$ cat config.mk
export PLATFORM = sky130hd
export DESIGN_NAME = i2c_master_byte_ctrl
export DESIGN_NICKNAME = d
export VERILOG_FILES = /design/src/rtl/i2c_master_byte_ctrl_pkg.sv /design/src/rtl/i2c_master_byte_ctrl_go_handshake.sv /design/src/rtl/i2c_master_byte_ctrl.sv
export SDC_FILE = /design/constraint.sdc
export NUM_CORES = 1
export LEC_CHECK = 0
export CAP_MARGIN = 20
export CORE_ASPECT_RATIO = 1.1
export CORE_UTILIZATION = 53
export DETAILED_ROUTE_END_ITERATION = 12
export MAX_ROUTING_LAYER = met4
export PLACE_DENSITY_LB_ADDON = 0.15
export SLEW_MARGIN = 10
export SYNTH_ARGS = -nofsm -noshare
export SYNTH_HDL_FRONTEND = slang
export SYNTH_HIERARCHICAL = 1
export SYNTH_SLANG_ARGS = --single-unit
$ cat constraint.sdc
create_clock -name clock -period 4.5 [get_ports clock]
set_clock_uncertainty 0.2 [all_clocks]
set_input_delay 1.35 -clock clock [delete_from_list [all_inputs] [get_ports clock]]
set_output_delay 1.35 -clock clock [all_outputs]
set_load 0.01 [all_outputs]
$ cat src/rtl/i2c_master_byte_ctrl_pkg.sv
// i2c_pkg: shared definitions for the I2C master byte-level sequencer.
//   - command op-codes presented on cmd_op
//   - ACK/NACK bit values
//   - FSM state encoding and a helper that identifies states driving a go
package i2c_pkg;

    localparam logic [2:0] CMD_START = 3'd0;
    localparam logic [2:0] CMD_STOP  = 3'd1;
    localparam logic [2:0] CMD_WRITE = 3'd2;
    localparam logic [2:0] CMD_READ  = 3'd3;

    localparam logic ACK  = 1'b0;
    localparam logic NACK = 1'b1;

    typedef enum logic [3:0] {
        ST_IDLE        = 4'd0,
        ST_ISSUE_START = 4'd1,
        ST_ISSUE_STOP  = 4'd2,
        ST_WR_BIT      = 4'd3,
        ST_WR_ACK      = 4'd4,
        ST_RD_BIT      = 4'd5,
        ST_RD_ACK      = 4'd6,
        ST_GAP         = 4'd7,
        ST_DONE        = 4'd8
    } state_e;

    // States in which exactly one primitive go is (or is about to be) high.
    function automatic logic is_issue(input state_e s);
        return (s == ST_ISSUE_START) || (s == ST_ISSUE_STOP) ||
               (s == ST_WR_BIT)      || (s == ST_WR_ACK)     ||
               (s == ST_RD_BIT)      || (s == ST_RD_ACK);
    endfunction

endpackage

$ cat src/rtl/i2c_master_byte_ctrl_go_handshake.sv
// i2c_go_handshake: single go/finish handshake engine with watchdog.
// Ports:
//   clock, reset_n  clock and asynchronous active-low reset
//   launch_i        raise go at the next edge (only honoured while go is low)
//   finish_i        finish of the currently selected primitive
//   go_o            go level, to be muxed to the selected primitive
//   done_o          finish accepted this cycle (go drops next cycle)
//   timeout_o       watchdog expired this cycle (go drops next cycle)
module i2c_go_handshake #(
    parameter int unsigned TIMEOUT = 255
) (
    input  logic clock,
    input  logic reset_n,
    input  logic launch_i,
    input  logic finish_i,
    output logic go_o,
    output logic done_o,
    output logic timeout_o
);

    localparam int unsigned CW    = (TIMEOUT > 1) ? $clog2(TIMEOUT) : 1;
    localparam logic        WD_EN = (TIMEOUT != 0);
    // Counter value seen in the TIMEOUT-th cycle of go high.
    localparam logic [CW-1:0] LAST = CW'((TIMEOUT == 0) ? 0 : TIMEOUT - 1);

    logic          go_q, go_d;
    logic [CW-1:0] cnt_q, cnt_d;

    assign go_o      = go_q;
    assign done_o    = go_q && finish_i;
    // A finish in the expiry cycle takes priority over the watchdog.
    assign timeout_o = WD_EN && go_q && !finish_i && (cnt_q == LAST);

    always_comb begin
        go_d  = go_q;
        cnt_d = cnt_q;
        if (go_q) begin
            if (done_o || timeout_o) begin
                go_d  = 1'b0;
                cnt_d = '0;
            end else begin
                cnt_d = cnt_q + CW'(1);
            end
        end else if (launch_i) begin
            go_d  = 1'b1;
            cnt_d = '0;
        end
    end

    always_ff @(posedge clock or negedge reset_n) begin
        if (!reset_n) begin
            go_q  <= 1'b0;
            cnt_q <= '0;
        end else begin
            go_q  <= go_d;
            cnt_q <= cnt_d;
        end
    end

endmodule

$ cat src/rtl/i2c_master_byte_ctrl.sv
// i2c_master_byte_ctrl: byte-level sequencer over the I2C bit primitives.
// Accepts START / STOP / WRITE byte / READ byte commands one at a time and
// drives the start, stop, write-bit and read-bit primitives in order.
// Ports:
//   clock, reset_n            clock and asynchronous active-low reset
//   cmd_valid/cmd_ready       command handshake (ready only in IDLE)
//   cmd_op/cmd_wdata/cmd_nack op-code, WRITE byte, READ ACK-slot value
//   rsp_valid                 one-cycle completion pulse
//   rsp_rdata/rsp_ack/rsp_err READ byte, WRITE ACK bit, error; held between pulses
//   busy                      FSM not in IDLE
//   *_go/*_finish             primitive handshakes; wbit_data/rbit_data bit values
module i2c_master_byte_ctrl
    import i2c_pkg::*;
#(
    parameter int unsigned TIMEOUT = 255
) (
    input  logic       clock,
    input  logic       reset_n,
    input  logic       cmd_valid,
    output logic       cmd_ready,
    input  logic [2:0] cmd_op,
    input  logic [7:0] cmd_wdata,
    input  logic       cmd_nack,
    output logic       rsp_valid,
    output logic [7:0] rsp_rdata,
    output logic       rsp_ack,
    output logic       rsp_err,
    output logic       busy,
    output logic       start_go,
    input  logic       start_finish,
    output logic       stop_go,
    input  logic       stop_finish,
    output logic       wbit_go,
    input  logic       wbit_finish,
    output logic       wbit_data,
    output logic       rbit_go,
    input  logic       rbit_finish,
    input  logic       rbit_data
);

    state_e     state_q, state_d;
    logic [2:0] op_q, op_d;
    logic [7:0] wdata_q, wdata_d;
    logic       nack_q, nack_d;
    logic [2:0] bit_idx_q, bit_idx_d;
    logic       ack_phase_q, ack_phase_d;
    logic [7:0] shift_q, shift_d;
    logic [7:0] rdata_q, rdata_d;
    logic       ack_q, ack_d;
    logic       err_q, err_d;
    logic       wbit_data_q, wbit_data_d;

    logic       launch, hs_go, hs_done, hs_timeout, sel_finish;

    // Only the primitive owned by the current state can complete the handshake.
    always_comb begin
        sel_finish = 1'b0;
        case (state_q)
            ST_ISSUE_START:       sel_finish = start_finish;
            ST_ISSUE_STOP:        sel_finish = stop_finish;
            ST_WR_BIT, ST_RD_ACK: sel_finish = wbit_finish;
            ST_WR_ACK, ST_RD_BIT: sel_finish = rbit_finish;
            default:              sel_finish = 1'b0;
        endcase
    end

    // go is raised on the edge that enters an issue state; issue states are
    // only entered from IDLE or GAP, so one low cycle separates gos in a byte.
    assign launch = is_issue(state_d) && !is_issue(state_q);

    i2c_go_handshake #(.TIMEOUT(TIMEOUT)) u_hs (
        .clock     (clock),
        .reset_n   (reset_n),
        .launch_i  (launch),
        .finish_i  (sel_finish),
        .go_o      (hs_go),
        .done_o    (hs_done),
        .timeout_o (hs_timeout)
    );

    assign start_go  = hs_go && (state_q == ST_ISSUE_START);
    assign stop_go   = hs_go && (state_q == ST_ISSUE_STOP);
    assign wbit_go   = hs_go && ((state_q == ST_WR_BIT) || (state_q == ST_RD_ACK));
    assign rbit_go   = hs_go && ((state_q == ST_WR_ACK) || (state_q == ST_RD_BIT));
    assign wbit_data = wbit_data_q;
    assign cmd_ready = (state_q == ST_IDLE);
    assign busy      = (state_q != ST_IDLE);
    assign rsp_valid = (state_q == ST_DONE);
    assign rsp_rdata = rdata_q;
    assign rsp_ack   = ack_q;
    assign rsp_err   = err_q;

    always_comb begin
        state_d     = state_q;
        op_d        = op_q;
        wdata_d     = wdata_q;
        nack_d      = nack_q;
        bit_idx_d   = bit_idx_q;
        ack_phase_d = ack_phase_q;
        shift_d     = shift_q;
        rdata_d     = rdata_q;
        ack_d       = ack_q;
        err_d       = err_q;
        wbit_data_d = wbit_data_q;
        case (state_q)
            ST_IDLE: begin
                if (cmd_valid) begin
                    op_d        = cmd_op;
                    wdata_d     = cmd_wdata;
                    nack_d      = cmd_nack;
                    bit_idx_d   = 3'd7;
                    ack_phase_d = 1'b0;
                    shift_d     = '0;
                    case (cmd_op)
                        CMD_START: state_d = ST_ISSUE_START;
                        CMD_STOP:  state_d = ST_ISSUE_STOP;
                        CMD_WRITE: begin
                            state_d     = ST_WR_BIT;
                            wbit_data_d = cmd_wdata[7];
                        end
                        CMD_READ:  state_d = ST_RD_BIT;
                        default: begin
                            state_d = ST_DONE;
                            rdata_d = '0;
                            ack_d   = NACK;
                            err_d   = 1'b1;
                        end
                    endcase
                end
            end
            ST_ISSUE_START, ST_ISSUE_STOP: begin
                if (hs_done) begin
                    state_d = ST_DONE;
                    rdata_d = '0;
                    ack_d   = NACK;
                    err_d   = 1'b0;
                end
            end
            ST_WR_BIT, ST_RD_BIT: begin
                if (hs_done) begin
                    // Wrap from 0 marks the end of the byte phase.
                    bit_idx_d   = bit_idx_q - 3'd1;
                    ack_phase_d = (bit_idx_q == 3'd0);
                    state_d     = ST_GAP;
                    if (state_q == ST_RD_BIT) begin
                        shift_d = {shift_q[6:0], rbit_data};
                    end
                end
            end
            ST_GAP: begin
                if (op_q == CMD_WRITE) begin
                    if (ack_phase_q) begin
                        state_d = ST_WR_ACK;
                    end else begin
                        state_d     = ST_WR_BIT;
                        wbit_data_d = wdata_q[bit_idx_q];
                    end
                end else begin
                    if (ack_phase_q) begin
                        state_d     = ST_RD_ACK;
                        wbit_data_d = nack_q;
                    end else begin
                        state_d = ST_RD_BIT;
                    end
                end
            end
            ST_WR_ACK: begin
                if (hs_done) begin
                    state_d = ST_DONE;
                    rdata_d = '0;
                    ack_d   = rbit_data;
                    err_d   = 1'b0;
                end
            end
            ST_RD_ACK: begin
                if (hs_done) begin
                    state_d = ST_DONE;
                    rdata_d = shift_q;
                    ack_d   = NACK;
                    err_d   = 1'b0;
                end
            end
            ST_DONE: begin
                state_d     = ST_IDLE;
                wbit_data_d = 1'b1;
            end
            default: state_d = ST_IDLE;
        endcase
        // Watchdog expiry abandons the rest of the command.
        if (hs_timeout) begin
            state_d     = ST_DONE;
            rdata_d     = '0;
            ack_d       = NACK;
            err_d       = 1'b1;
            wbit_data_d = 1'b1;
        end
    end

    always_ff @(posedge clock or negedge reset_n) begin
        if (!reset_n) begin
            state_q     <= ST_IDLE;
            rdata_q     <= '0;
            ack_q       <= NACK;
            err_q       <= 1'b0;
            wbit_data_q <= 1'b1;
        end else begin
            state_q     <= state_d;
            rdata_q     <= rdata_d;
            ack_q       <= ack_d;
            err_q       <= err_d;
            wbit_data_q <= wbit_data_d;
        end
    end

    // Command context is always loaded before use, so it needs no reset.
    always_ff @(posedge clock) begin
        op_q        <= op_d;
        wdata_q     <= wdata_d;
        nack_q      <= nack_d;
        bit_idx_q   <= bit_idx_d;
        ack_phase_q <= ack_phase_d;
        shift_q     <= shift_d;
    end

endmodule

Yosys cells after proc, flatten, opt, wreduce, memory -nomap -nowiden. Cells that the tools add are included.

Add/sub/neg operators: 2. $lt $le $gt $ge: 1. Eq/ne operators: 32. Mux-type cells: 50. Reduce and logical (&&, ||, !) cells: 47.

Operators with widths (count): 8-bit 2-to-1 mux (11); 4-bit case mux with 4 select lines (2); 4-bit by 3-bit equality test with 1-bit output, second input constant (7); 8-bit case mux with 3 select lines (1); 4-bit 2-to-1 mux (5); 1-bit 2-to-1 mux (19); 3-bit by 1-bit != test with 1-bit output, second input constant (6); 4-bit by 2-bit equality test with 1-bit output, second input constant (4); 8-bit case mux with 2 select lines (1); 4-bit nonzero test (4); 5-bit AND reduction (3); 1-bit logical OR (13); 3-bit by 2-bit equality test with 1-bit output, second input constant (3); 3-bit 2-to-1 mux (3); 8-bit by 1-bit adder with 8-bit output, second input constant (1); 4-bit by 1-bit equality test with 1-bit output, second input constant (2); 8-bit equality test, second input constant (1); 1-bit logical AND (8); 4-bit by 3-bit != test with 1-bit output, second input constant (2); 4-bit AND reduction (2); 4-bit OR reduction (2); 3-bit logical NOT (2); 3-bit by 2-bit != test with 1-bit output, second input constant (2); 1-bit case mux with 3 select lines (2); other kinds (19) (26).

Register bits after elaboration: 48. Output and inout port bits: 18.

Depth between registers and ports, before layout. Gate-level depths: netlist of run 1.

Word-level depth: 16. Gate-level depth with buffers: 15. Mapped depth without buffers: 12.

By module. The synthesis of run 1 kept the hierarchy.

Modules (own cells, without submodules): i2c_master_byte_ctrl (instances 1, cells an instance 175, area each 1925.6 um^2, seq. area each 1098.6 um^2); i2c_go_handshake (instances 1, cells an instance 56, area each 505.5 um^2, seq. area each 225.2 um^2).

Worst setup path before layout of run 1. No wires, ideal clock.

Kind: in2reg. From: in wbit_finish. To: reg u_hs.cnt_q[7]. Setup time: 118 ps. Arrival time: 3333 ps. Data required time: 4182 ps. Slack: 849 ps. Stages on the path: 13. Path buffers: 1. Path through: mux2i_1 > nor2_1 > a21oi_1 > a211oi_1 > nand2b_1 > nor3_1 > a221oi_2 > buf_6 > inv_2 > nor4_1 > or2_2 > o21ai_0 > a21o_1.

Longest elaborated chain between the ends: 13.

RTL lines: from (decl) (line i2c_master_byte_ctrl.sv:34) `input logic wbit_finish,`; 1-bit case mux with 4 select lines * (line i2c_master_byte_ctrl.sv:58) `case (state_q)`; via sel_finish (line i2c_master_byte_ctrl.sv:53) `logic launch, hs_go, hs_done, hs_timeout, sel_finish;`; 1-bit logical NOT * (line i2c_master_byte_ctrl_go_handshake.sv:32) `assign timeout_o = WD_EN && go_q && !finish_i && (cnt_q == LAST);`; 1-bit logical AND * (2 in series) (line i2c_master_byte_ctrl_go_handshake.sv:32); via hs_timeout (line i2c_master_byte_ctrl.sv:53); 4-bit 2-to-1 mux * (line i2c_master_byte_ctrl.sv:190) `if (hs_timeout) begin`; via state_d[3] (line i2c_master_byte_ctrl.sv:41) `state_e state_q, state_d;`; 4-bit by 1-bit equality test with 1-bit output or 4-bit by 2-bit equality test with 1-bit output (tied branches) (line i2c_master_byte_ctrl_pkg.sv:29) `return (s == ST_ISSUE_START) || (s == ST_ISSUE_STOP) ||`; 1-bit logical OR (2 in series) (line i2c_master_byte_ctrl_pkg.sv:29); 1-bit logical OR (2 in series) (line i2c_master_byte_ctrl_pkg.sv:30) `(s == ST_WR_BIT) || (s == ST_WR_ACK) ||`; 1-bit logical OR * (line i2c_master_byte_ctrl_pkg.sv:31) `(s == ST_RD_BIT) || (s == ST_RD_ACK);`; 1-bit logical AND * (line i2c_master_byte_ctrl.sv:69) `assign launch = is_issue(state_d) && !is_issue(state_q);`; via launch (line i2c_master_byte_ctrl.sv:53); 2-bit nonzero test (no line) *; to (signal assigned) (line i2c_master_byte_ctrl_go_handshake.sv:56) `cnt_q <= cnt_d;`; to (decl) (line i2c_master_byte_ctrl_go_handshake.sv:27) `logic [CW-1:0] cnt_q, cnt_d;`.

The timed path passes the listed nets; every way through them passes the cells marked *. A chain may end at the register's enable or synchronous reset.

Worst setup path after layout of run 1.
From: in wbit_finish. To: reg u_hs.cnt_q[5].

Longest elaborated chain between the ends: 13.

RTL lines: 1-bit case mux with 4 select lines * (line i2c_master_byte_ctrl.sv:58); via sel_finish (line i2c_master_byte_ctrl.sv:53); 1-bit logical AND * (line i2c_master_byte_ctrl_go_handshake.sv:30) `assign done_o = go_q && finish_i;`; via hs_done (line i2c_master_byte_ctrl.sv:53); 4-bit 2-to-1 mux, on equally long branches; 4-bit case mux with 4 select lines * (line i2c_master_byte_ctrl.sv:105) `case (state_q)`; 4-bit 2-to-1 mux * (line i2c_master_byte_ctrl.sv:190); 4-bit by 1-bit equality test with 1-bit output or 4-bit by 2-bit equality test with 1-bit output (tied branches) (line i2c_master_byte_ctrl_pkg.sv:29); 1-bit logical OR (2 in series) (line i2c_master_byte_ctrl_pkg.sv:29); 1-bit logical OR (2 in series) (line i2c_master_byte_ctrl_pkg.sv:30); 1-bit logical OR * (line i2c_master_byte_ctrl_pkg.sv:31); 1-bit logical AND * (line i2c_master_byte_ctrl.sv:69); via launch (line i2c_master_byte_ctrl.sv:53); 2-bit nonzero test (no line) *.

Marks and branches as above.

==> reports/metrics.yaml, run 1 <==
overflow: 0
dr.pass1.iters: 4
dieArea_sq_um: 4860
clockBufferDepth: 2
stdcell_count: 326
synth-warning-count: 6
drt-total-wl_um: 4970
grt_pass1_wl_um: 8500
pin_count: 38
clkSlewWorstSetupHoldPaths_ns: 0.09
route.detailed.drc: 0
grt_max_degree: 20
antenna_found_initial: 0
yosysTopAreaCell: "edfxtp_1"
drt_iter0_drc: 96
place_congestion: 0.896
rsz0062_at_grt: "false"
slew_viol_final: 0
root_buffer: "clkbuf_8"
total_power_mw: 0.858
avgViaCountPerCell: 5.72
fmax_ghz: 0.239
power_leakage_nw: 1.24
post-route-min-period_ns: 4.18
dp_cells: 318
areaGrowthSynthToFinish_pct: 23.3
groute.usage.overall: 0.242
synthFlopType: "edfxtp_1"
htreeDepth: 2
path_class: "in -> reg"
hpwlAfterDp_um: 3570
post-synth-top-count-cell: "nand2_1"
start_util: 0.559
cts-hold-fix-buffers: 0
yosysUniqueCellTypes: 52
setup_viol: 0
cts_resized: 0
synth.ff_latch_count: 48
fp.dieH_um: 73.0
antenna_cells: 0
ir_drop_uv: 204
fp.coreArea_sq_um: 4350
syn_avg_cell_area_sq_um: 10.5
cts_tree: "done"
rows: 25
vias: 1866
gr-usage-met1: 0.318
synth_area_leaders: "edfxtp_1, dfrtp_1, nand2_1, o21ai_0, and2_1"
grt-busiest-layer: "met2"
grtUsageMet2: 0.383
finalHoldViolations: 0
worst_pin_slew_ns: 0.757
fin_tns_setup_ns: 0
critPathArrivalTime_ns: 4.18
seq_area_frac_synth: 0.545
critPathLaunchType: "input pin"
crit_fanout: 7
cellPowerDensity_nw_per_um2: 286
fin_crit_sh: 0.929
drive_gt1_frac: 0.107
finalWorstSetupSlack_ns: 0.317
synth_edf_count: 24
synth_common_cells: "nand2_1, edfxtp_1, dfrtp_1"
critPathRequiredTime_ns: 4.49
syn-cell-area_sq_um: 2430
cts.sinks: 48
synthArstFlopShare: 0.500
cts_buffers: 5
hold_class: "reg -> reg"
use_met3: 0.0438
wl_per_cell_um: 15.3
die_width_um: 66.6
io_buffers: 37
synth_top_area_frac: 0.296
syn_nets: 256
ant_nets: 0
syn_inst: 231
grt_pass1_vias: 1832
cts_post_setup_buffers_inserted: 0
pre_cts_slack_ns: 0.0427
fin_nets: 296
slew-limit-headroom: 0.483
finalCoreUtilization: 0.689
crit_path_end_kind: "register"
status: "finished clean"
drv_cap: 0
worstSkewPairLatency_ns: 0.30
state kept, by name, indices dropped and copies added, names as in the netlist:
| name | cells |
|---|---|
| rsp_rdata | 8 |
| rsp_ack | 1 |
| wdata_q | 8 |
| shift_q | 8 |
| bit_idx_q | 3 |
| nack_q | 1 |
| u_hs/go_o | 1 |
| op_q | 3 |
| ack_phase_q | 1 |
| rsp_err | 1 |
| state_q | 4 |
| wbit_data | 1 |
| u_hs/cnt_q | 8 |
kinds of logic (layout without fill, tap and decap cells):
family,Yosys count,count (layout),synth area share
XOR/XNOR,5,5,0.0180
flip-flops,48,48,0.545
buffers and inverters,24,65,0.0489
adder cells (fa/ha/maj),5,5,0.0257
AND/OR/NAND/NOR,94,94,0.205
AO/OA/AOI/OAI,51,51,0.136
multiplexers,4,4,0.0216
power by group:
group          internal, mW  leakage [nW]  switching (mW)
sequential            0.459         0.533               0
clock                 0.224        0.0687           0.147
combinational        0.0177         0.639          0.0102
layer usage:
layer  share of wire  vias up
met2            0.50       60
met5               0        -
li1                -      908
met3           0.041        4
met1            0.44      894
met4          0.0097        0
final timing paths:
path                              from             to  slack, ns  cells past startpoint
max reg2reg                 state_q[2]  u_hs/cnt_q[5]       0.90                     11
max                        wbit_finish  u_hs/cnt_q[5]       0.32                     12
min                            rsp_ack        rsp_ack       0.29                      2
max in group asynchronous      reset_n        rsp_ack       2.37                      2
min reg2reg                    rsp_ack        rsp_ack       0.29                      2
min in group asynchronous      reset_n   rsp_rdata[0]       1.17                      1
critical path: stages:
cell and delay [ns]:
clkdlybuf4s50_1 0.42, mux2i_1 0.13, nor2_1 0.05, a21oi_1 0.13
a211oi_1 0.11, and2_1 0.26, a2111oi_0 0.69, nor4_1 0.11
nor4_1 0.40, or2_2 0.24, o21ai_1 0.09, a21o_1 0.19
area by class of cell:
cell class,instances,area [sq um]
Fill cell,347,1350
Multi-Input combinational cell,159,988
Tap cell,54,67.6
Clock buffer,5,68.8
Inverter,13,50.0
Timing Repair Buffer,44,430
Sequential cell,48,1320
Clock inverter,3,68.8
per-stage QoR:
| stage | hold WS, ns | cell area [sq um] |
|---|---|---|
| 3_3_place_gp | 0.260 | 2850 |
| 3_5_place_dp | 0.273 | 2860 |
| 5_1_grt | 0.304 | 3000 |
| 4_1_cts | 0.287 | 3000 |
| 2_1_floorplan | 0.267 | 2430 |
| 6_report | 0.286 | 3000 |
layout by cell type (no fill, tap or decap), types with 2 or more instances in the layout:
master,netlist,layout
o21ai_1,5,5
nand2_1,30,30
nand2b_1,3,3
inv_1,10,10
clkdlybuf4s50_1,0,37
a211oi_1,3,3
a31oi_1,2,2
dfstp_2,2,2
dfrtp_1,22,22
o21ai_0,14,14
clkbuf_8,0,5
buf_4,0,6
a21o_1,6,6
nor3_1,12,12
xnor2_1,4,4
nand3_1,5,5
inv_2,2,2
nor2_1,10,10
bufinv_16,0,2
and2_1,10,10
nor3b_1,2,2
edfxtp_1,24,24
o21a_1,2,2
mux2i_1,3,3
and3_1,3,3
a21oi_1,9,9
ha_1,5,5
nor4_1,7,7
o21bai_1,2,2
Note: power is estimated with default switching activity, not from simulation.
==> run 2: changes to the inputs <==
- PLACE_DENSITY: not set -> 0.79
- PLACE_DENSITY_LB_ADDON: 0.15 -> not set
==> reports/metrics.yaml, run 2 (synthesis results as in run 1) <==
status: "finished clean"
fp.coreArea_sq_um: 4350
power_leakage_nw: 1.23
wl_per_cell_um: 14.6
fmax_ghz: 0.247
final_common_cell: "clkdlybuf4s50_1"
rows: 25
antenna_found_initial: 0
path_cells: "clkdlybuf4s50_1 > mux2i_1 > nor2_1 > a21oi_1 > a211oi_1 > and2_1 > a21oi_1 > a211oi_1 > nor4_1 > nor4_2 > or2_2 > o21ai_0 > a21o_1"
finalWorstSetupSlack_ns: 0.445
cp_slowest_cell: "clkdlybuf4s50_1"
drv_cap: 0
fillCellCount: 350
drt_iter0_drc: 103
die_width_um: 66.6
fp.dieH_um: 73.0
cpLargestDelayFamily: "simple AND/OR/NAND/NOR gates"
final_cell_mix: "clkdlybuf4s50_1, nand2_1, edfxtp_1"
antenna_cells: 0
htreeDepth: 2
crit_path_end_kind: "register"
post-route-min-period_ns: 4.06
dieArea_sq_um: 4860
dr.pass1.iters: 4
worst_pin_slew_ns: 0.691
cts_buffers: 5
critPathLaunchType: "input pin"
finalHoldViolations: 0
grt_pass1_wl_um: 8070
grt_pass1_vias: 1744
hpwlAfterDp_um: 3300
slew-limit-headroom: 0.527
cts.sinks: 48
critPathRequiredTime_ns: 4.50
slew_viol_final: 0
groute.usage.overall: 0.231
place_congestion: 0.911
path_class: "in -> reg"
pin_count: 38
cts_post_setup_buffers_inserted: 0
fin_nets: 296
ant_nets: 0
clkSlewWorstSetupHoldPaths_ns: 0.09
route.detailed.drc: 0
cts_tree: "done"
drive_gt1_frac: 0.110
fin_crit_sh: 0.901
vias: 1831
cts_resized: 0
hold_slack_ns: 0.272
crit_fanout: 7
hold_class: "reg -> reg"
cp_num_buf_inv: 1
critPathArrivalTime_ns: 4.06
avgViaCountPerCell: 5.62
start_util: 0.559
cellPowerDensity_nw_per_um2: 268
drt-total-wl_um: 4760
areaGrowthSynthToFinish_pct: 22.2
rsz0062_at_grt: "false"
overflow: 0
io_buffers: 37
worstSkewPairLatency_ns: 0.30
root_buffer: "clkbuf_8"
ir_drop_uv: 173
setup_viol: 0
grt_max_degree: 25
cts-hold-fix-buffers: 0
fin_tns_setup_ns: 0
pre_cts_slack_ns: 0.0143
critical_path.max_stage_delay_ns: 0.47
clockBufferDepth: 2
[run 2: cell types whose count changed in the layout (fill, tap and decap cells not counted), sizes merged]
cell	change
bufinv	-1
clkinv	+1
clkinvlp	+1
inv	-1
[run 2: worst reg2reg max path, cell delays in order, from the launching register on]
cell and delay, ns:
dfrtp_1 0.77, nor2_1 0.13, a221oi_1 0.32, a211oi_1 0.10
and2_1 0.26, a2111oi_0 0.64, nor4_1 0.16, nor4_2 0.31
or2_2 0.21, o21ai_0 0.09, a21o_1 0.18
[run 2: metal layers]
layer  vias up  part of all wire  wire length [um]  global-route usage
met5         -                 0                 0                   -
met2        49              0.49              2350               0.347
met4         0             0.013                64              0.0851
met3         6             0.039               185              0.0500
met1       868              0.45              2160               0.307
li1        908                 -                 -                   -
[run 2: final timing paths]
path                             startpoint             to  slack, ns  depth (start not counted)
worst max register to register   state_q[2]  u_hs/cnt_q[7]       1.03                         10
max in group asynchronous           reset_n        rsp_ack       2.59                          2
worst max-delay path            wbit_finish  u_hs/cnt_q[7]       0.44                         13
worst min register to register      rsp_ack        rsp_ack       0.27                          2
min in group asynchronous           reset_n   rsp_rdata[5]       1.20                          2
worst min-delay path                rsp_ack        rsp_ack       0.27                          2
[run 2: stage by stage]
stage	utilization	power, mW	instance area (sq um)	std cells
2_1_floorplan	-	0.472	2430	231
3_3_place_gp	0.656	0.496	2850	318
3_5_place_dp	0.656	0.496	2850	318
4_1_cts	0.682	0.803	2960	326
5_1_grt	0.683	0.826	2970	326
6_report	0.683	0.796	2970	326
[run 2: cell type report]
type | instances | area [sq um] | share of cell area
flip-flops and latches | 48 | 1320 | 0.446
multi-input cells | 159 | 995 | 0.335
repair buffers | 44 | 423 | 0.142
clock buffers | 5 | 68.8 | 0.0232
well taps | 54 | 67.6 | 0.0227
inverters | 13 | 50.0 | 0.0168
clock inverters | 3 | 42.5 | 0.0143
[run 2: power breakdown]
group          switching, mW  internal, mW
Clock                  0.145         0.164
Sequential                 0         0.459
Combinational         0.0102        0.0170
==> run 3: changes to the inputs <==
- CAP_MARGIN: 20 -> not set
==> results of run 3 <==
No change in the layout: final DEF, timing and power equal those of run 2.
==> edit 1: new RTL, config.mk and constraints of run 2 <==
Make the reset (`reset_n`) synchronous in 2 clocked blocks. Comments in the files are not updated.
--- a/src/rtl/i2c_master_byte_ctrl_go_handshake.sv
+++ b/src/rtl/i2c_master_byte_ctrl_go_handshake.sv
@@ -49,3 +49,3 @@
 
-    always_ff @(posedge clock or negedge reset_n) begin
+    always_ff @(posedge clock) begin
         if (!reset_n) begin
--- a/src/rtl/i2c_master_byte_ctrl.sv
+++ b/src/rtl/i2c_master_byte_ctrl.sv
@@ -198,3 +198,3 @@
 
-    always_ff @(posedge clock or negedge reset_n) begin
+    always_ff @(posedge clock) begin
         if (!reset_n) begin
Behaviour: differs if reset_n is asserted again (counterexample within 4 cycles, from zero or initial values and one cycle with reset_n low); with reset_n held inactive, the same outputs for 10 cycles.
==> edit 1 against run 2 <==
Non-clock buffer count shrank 4; cell count grew 2.8%; area after synthesis grew 1.6%; die area grew 1.5%; utilization is essentially flat; count of clock-buffer cells in the layout is the same; worst setup slack lost 0.086 ns; register-to-register slack is essentially flat; sequential cell count is the same; design area grew 0.67%; routed wire length grew 8.7%.
Power is not compared: it rests on default switching activity, and its combinational part moved more than twofold at a synthesized area within 25%.
==> edit 1: results (changes against run 2) <==
hpwl dp=3720 microns (+12%); DR iter-0 viols=98 (-4.9%); synth unique cells=58 (+12%); nets=307 (+3.7%); number of fill cells in the layout=367 (+4.9%); Critical Path AT=4.12 ns (+0.06 ns); first-pass GRT wire length=8680 microns (+7.5%); crit-path max cell delay=0.42 ns (-0.05 ns); r2r worst-path depth=14 (+4); status=finished, final reports clean; WL/cell=15.4 microns (+5.7%); CP endpoint=u_hs/cnt_q[6]; Total GRT Usage=0.242 (+0.0112); reg2reg start=state_q[0]; Slew @ Worst Pin=0.885 ns (+0.194 ns); largest net degree at the start of global routing=21 (-16%); end of the worst hold path=rsp_rdata[7]; fraction of area in multi-input gates=0.394 (+0.0593); vias per cell=5.99 (+6.7%); Non-Clock Inverter Count=10 (-3); top post-synthesis cells by area=edfxtp_1 29%, dfxtp_1 19%, ha_1 3.5%; vias in the first global route=1878 (+7.7%); Worst Path Max Fanout=6 (-1); part of the Yosys area used for sequential elements=0.486 (-0.0582); clock network share of area=0.0372 (-0.000251); share of layout cells above drive strength 1=0.0712 (-0.0391); Hold Path Origin=rsp_rdata[7]; Synth Net Count=271 (+5.9%); bufs w/o clock=40 (-9.1%)
-- edit 1: cell count changes after synthesis, sizes merged, moves of 5 or more --
| cell | run 2 | this run |
|---|---|---|
| nand2b | 3 | 8 |
| nor3 | 12 | 7 |
| a21oi | 9 | 15 |
| dfxtp | 0 | 24 |
| a31oi | 2 | 9 |
| o21ai | 20 | 7 |
| dfrtp | 22 | 0 |
| nand3 | 6 | 12 |
| nor4 | 7 | 2 |
| nor4b | 0 | 5 |
| nand2 | 31 | 23 |
-- edit 1: stage by stage --
| step | hold slack, ns | instances | cell area [sq um] | util | setup slack, ns |
|---|---|---|---|---|---|
| final | 0.254 | 335 | 2990 | 0.683 | 0.359 |
| after global routing | 0.277 | 335 | 2990 | 0.683 | 0.0667 |
| after CTS | 0.255 | 335 | 2990 | 0.682 | 0.337 |
| after detailed placement | 0.244 | 327 | 2880 | 0.657 | 0.0654 |
| after global placement | 0.238 | 327 | 2880 | 0.657 | 0.228 |
| after floorplan | 0.233 | 244 | 2470 | - | 0.811 |
-- edit 1: cells by family (layout without fill, tap and decap cells) --
group | after synthesis | in the layout | share of synthesized area
and+or+nand+nor | 104 | 104 | 0.243
xor gates and xnor gates | 4 | 4 | 0.0142
adders and majority gates | 7 | 7 | 0.0355
muxes | 3 | 3 | 0.0223
buffers and inverters | 21 | 58 | 0.0375
AOI/OAI and AO/OA | 57 | 57 | 0.162
DFF | 48 | 48 | 0.486
-- edit 1: layer usage --
metal  vias up  wire length [microns]  global-route usage
met5         -                      0                   -
met4         0                     29              0.0638
met3         5                    289              0.0512
met2        77                   2590               0.400
met1       945                   2270               0.298
li1        980                      -                   -
-- edit 1: power by group --
part / switching (W) / internal, W / total, W
combinational: 0.0000838 / 0.0000724 / 0.000156
clock: 0.000143 / 0.000165 / 0.000307
sequential: 0.0000248 / 0.000488 / 0.000513
==> edit 2: new RTL, settings of run 2 <==
Made on the original files. `TIMEOUT` is set to 255 in 2 places; all go to 510.
--- a/src/rtl/i2c_master_byte_ctrl_go_handshake.sv
+++ b/src/rtl/i2c_master_byte_ctrl_go_handshake.sv
@@ -9,3 +9,3 @@
 module i2c_go_handshake #(
-    parameter int unsigned TIMEOUT = 255
+    parameter int unsigned TIMEOUT = 510
 ) (
--- a/src/rtl/i2c_master_byte_ctrl.sv
+++ b/src/rtl/i2c_master_byte_ctrl.sv
@@ -14,3 +14,3 @@
 #(
-    parameter int unsigned TIMEOUT = 255
+    parameter int unsigned TIMEOUT = 510
 ) (
Formal check against the unedited RTL: same outputs for any inputs over 10 cycles, from zero or initial values and one cycle with reset_n low; that may be too few to reach the edited logic, so the function may still have changed.
==> edit 2 against run 2 <==
Routed wire length rose by 2.2%; design area rose by 1.2%; power rose by 3.2%; first-iteration DRC count rose by 2.9%; via count rose by 2.0%; non-clock buffer count did not move; largest cell class unchanged; synthesized cell count rose by 1.3%; sequential share of layout area rose by 0.29 points; sequential cell count rose by 1; worst setup slack got worse by 0.0027 ns; area after synthesis rose by 2.1%; global-route usage fell by 0.11 points; fmax barely moved; highest routed layer unchanged.
==> edit 2: results (changes against run 2) <==
vias in the first global route=1870 (+7.2%); final hold vios=0 (unchanged); Total GRT Usage=0.230 (-0.00112); r2r setup slk=1.14 ns (+0.11 ns); part of the Yosys area used for sequential elements=0.544 (-0.000898); post-CTS setup buffer count=0 (unchanged); clk_lat worst skew=0.29 ns; Worst Path Max Fanout=7 (unchanged); clk buf depth=2 (unchanged); ANT cells=0 (unchanged); crit-path leading delay family=simple AND/OR/NAND/NOR gates; Syn. warnings=6 (unchanged); CTS root buf=clkbuf_8; status=finished, final reports clean; main flop type after synthesis=edfxtp_1; Crit-path slowest cell=clkdlybuf4s50_1; Synth Area in XOR/XNOR=0.0212 (+0.00317); GPL Wtd Cong=0.823 (-9.6%); First-pass DRT Iterations=4 (unchanged); r2r worst-path depth=12 (+2); port bufs=37 (unchanged); Largest register FFs=9; hpwl dp=3530 microns (+7.0%); TritonCTS buffer count=5 (unchanged); Post-CTS Resized=0 (unchanged); Post-synth EDFFs=24 (unchanged); top post-synthesis cells by area=edfxtp_1 29%, dfrtp_1 23%, nand2_1 4.7%; vias per cell=5.71 (+1.7%); crit-path max cell delay=0.48 ns; reg2reg start=state_q[2]; Static Leak=1.20 nW (-1.9%); Synth top cells by count=31 x nand2_1, 24 x edfxtp_1, 23 x dfrtp_1; Rel. slew slack=0.590 (+0.0625); mux share of post-synthesis cell area=0.0212 (-0.000436); Post-Synth Adder-Cell Area=0.0252 (-0.000519); clk slew on worst S/H paths=0.09 ns (about the same); largest net degree at the start of global routing=26 (+4.0%); number of fill cells in the layout=347 (-0.86%); synth unique cells=57 (+9.6%); end of the worst hold path=rsp_ack; reg2reg end=u_hs/cnt_q[5]; final WL=4870 microns (+2.2%); Synth Net Count=259 (+1.2%); DR iter-0 viols=106 (+2.9%); nets=297 (+0.34%); Hold Crit Class=reg -> reg; setup violators final=0 (unchanged); worst hold path cell count=2 (unchanged); Synth Area in Compound Gates=0.136 (-0.000219); Critical Path AT=4.04 ns (-0.02 ns); VDD IR max=0.151 mV (-13%); first-pass GRT wire length=8270 microns (+2.4%); asr flop ratio synth=0.510 (+0.0102); share of layout cells above drive strength 1=0.103 (-0.00773)
-- edit 2: metrics by stage --
stage	cells	hold slack (ns)	worst slack, ns	utilization	instance area (sq um)
floorplan	234	0.266	0.947	-	2480
global placement	318	0.252	0.194	0.658	2880
detailed placement	319	0.253	0.0706	0.659	2890
CTS	327	0.267	0.369	0.686	3010
global route	327	0.294	0.0819	0.687	3010
finish	327	0.266	0.442	0.687	3010
-- edit 2: final cells by class --
cell class | instances | share of cell area
tap | 54 | 0.0225
timing repair buffer | 44 | 0.140
inverter | 13 | 0.0166
multi-input combinational | 159 | 0.333
clock buffer | 6 | 0.0275
clock inverter | 2 | 0.0125
sequential | 49 | 0.449
-- edit 2: kinds of logic after synthesis --
| family | after synthesis |
|---|---|
| simple gates | 93 |
| compound gates | 51 |
| flops | 49 |
| buf+inv | 26 |
| xor+xnor | 6 |
| fa+ha+maj | 5 |
| mux | 4 |
-- edit 2: per-layer routing --
layer	GRT usage	vias to the layer above	routed length [microns]
met5	-	-	0
met2	0.403	33	2680
met3	0.0373	6	135
li1	-	922	-
met1	0.263	907	2010
met4	0.0757	0	48
-- edit 2: power by group --
| group | internal (W) | switching, W |
|---|---|---|
| sequential | 0.000468 | 0 |
| combinational | 0.0000170 | 0.0000105 |
| clock | 0.000181 | 0.000145 |
-- edit 2: how the worst max path moves through the flow --
stage / cells after the start / to / start
6_report: 13 / u_hs/cnt_q[5] / wbit_finish
3_5_place_dp: 12 / u_hs/cnt_q[1] / wbit_finish
4_1_cts: 12 / u_hs/cnt_q[1] / wbit_finish
5_1_grt: 13 / u_hs/cnt_q[5] / wbit_finish
3_3_place_gp: 12 / u_hs/cnt_q[1] / wbit_finish
2_1_floorplan: 10 / u_hs/cnt_q[1] / wbit_finish
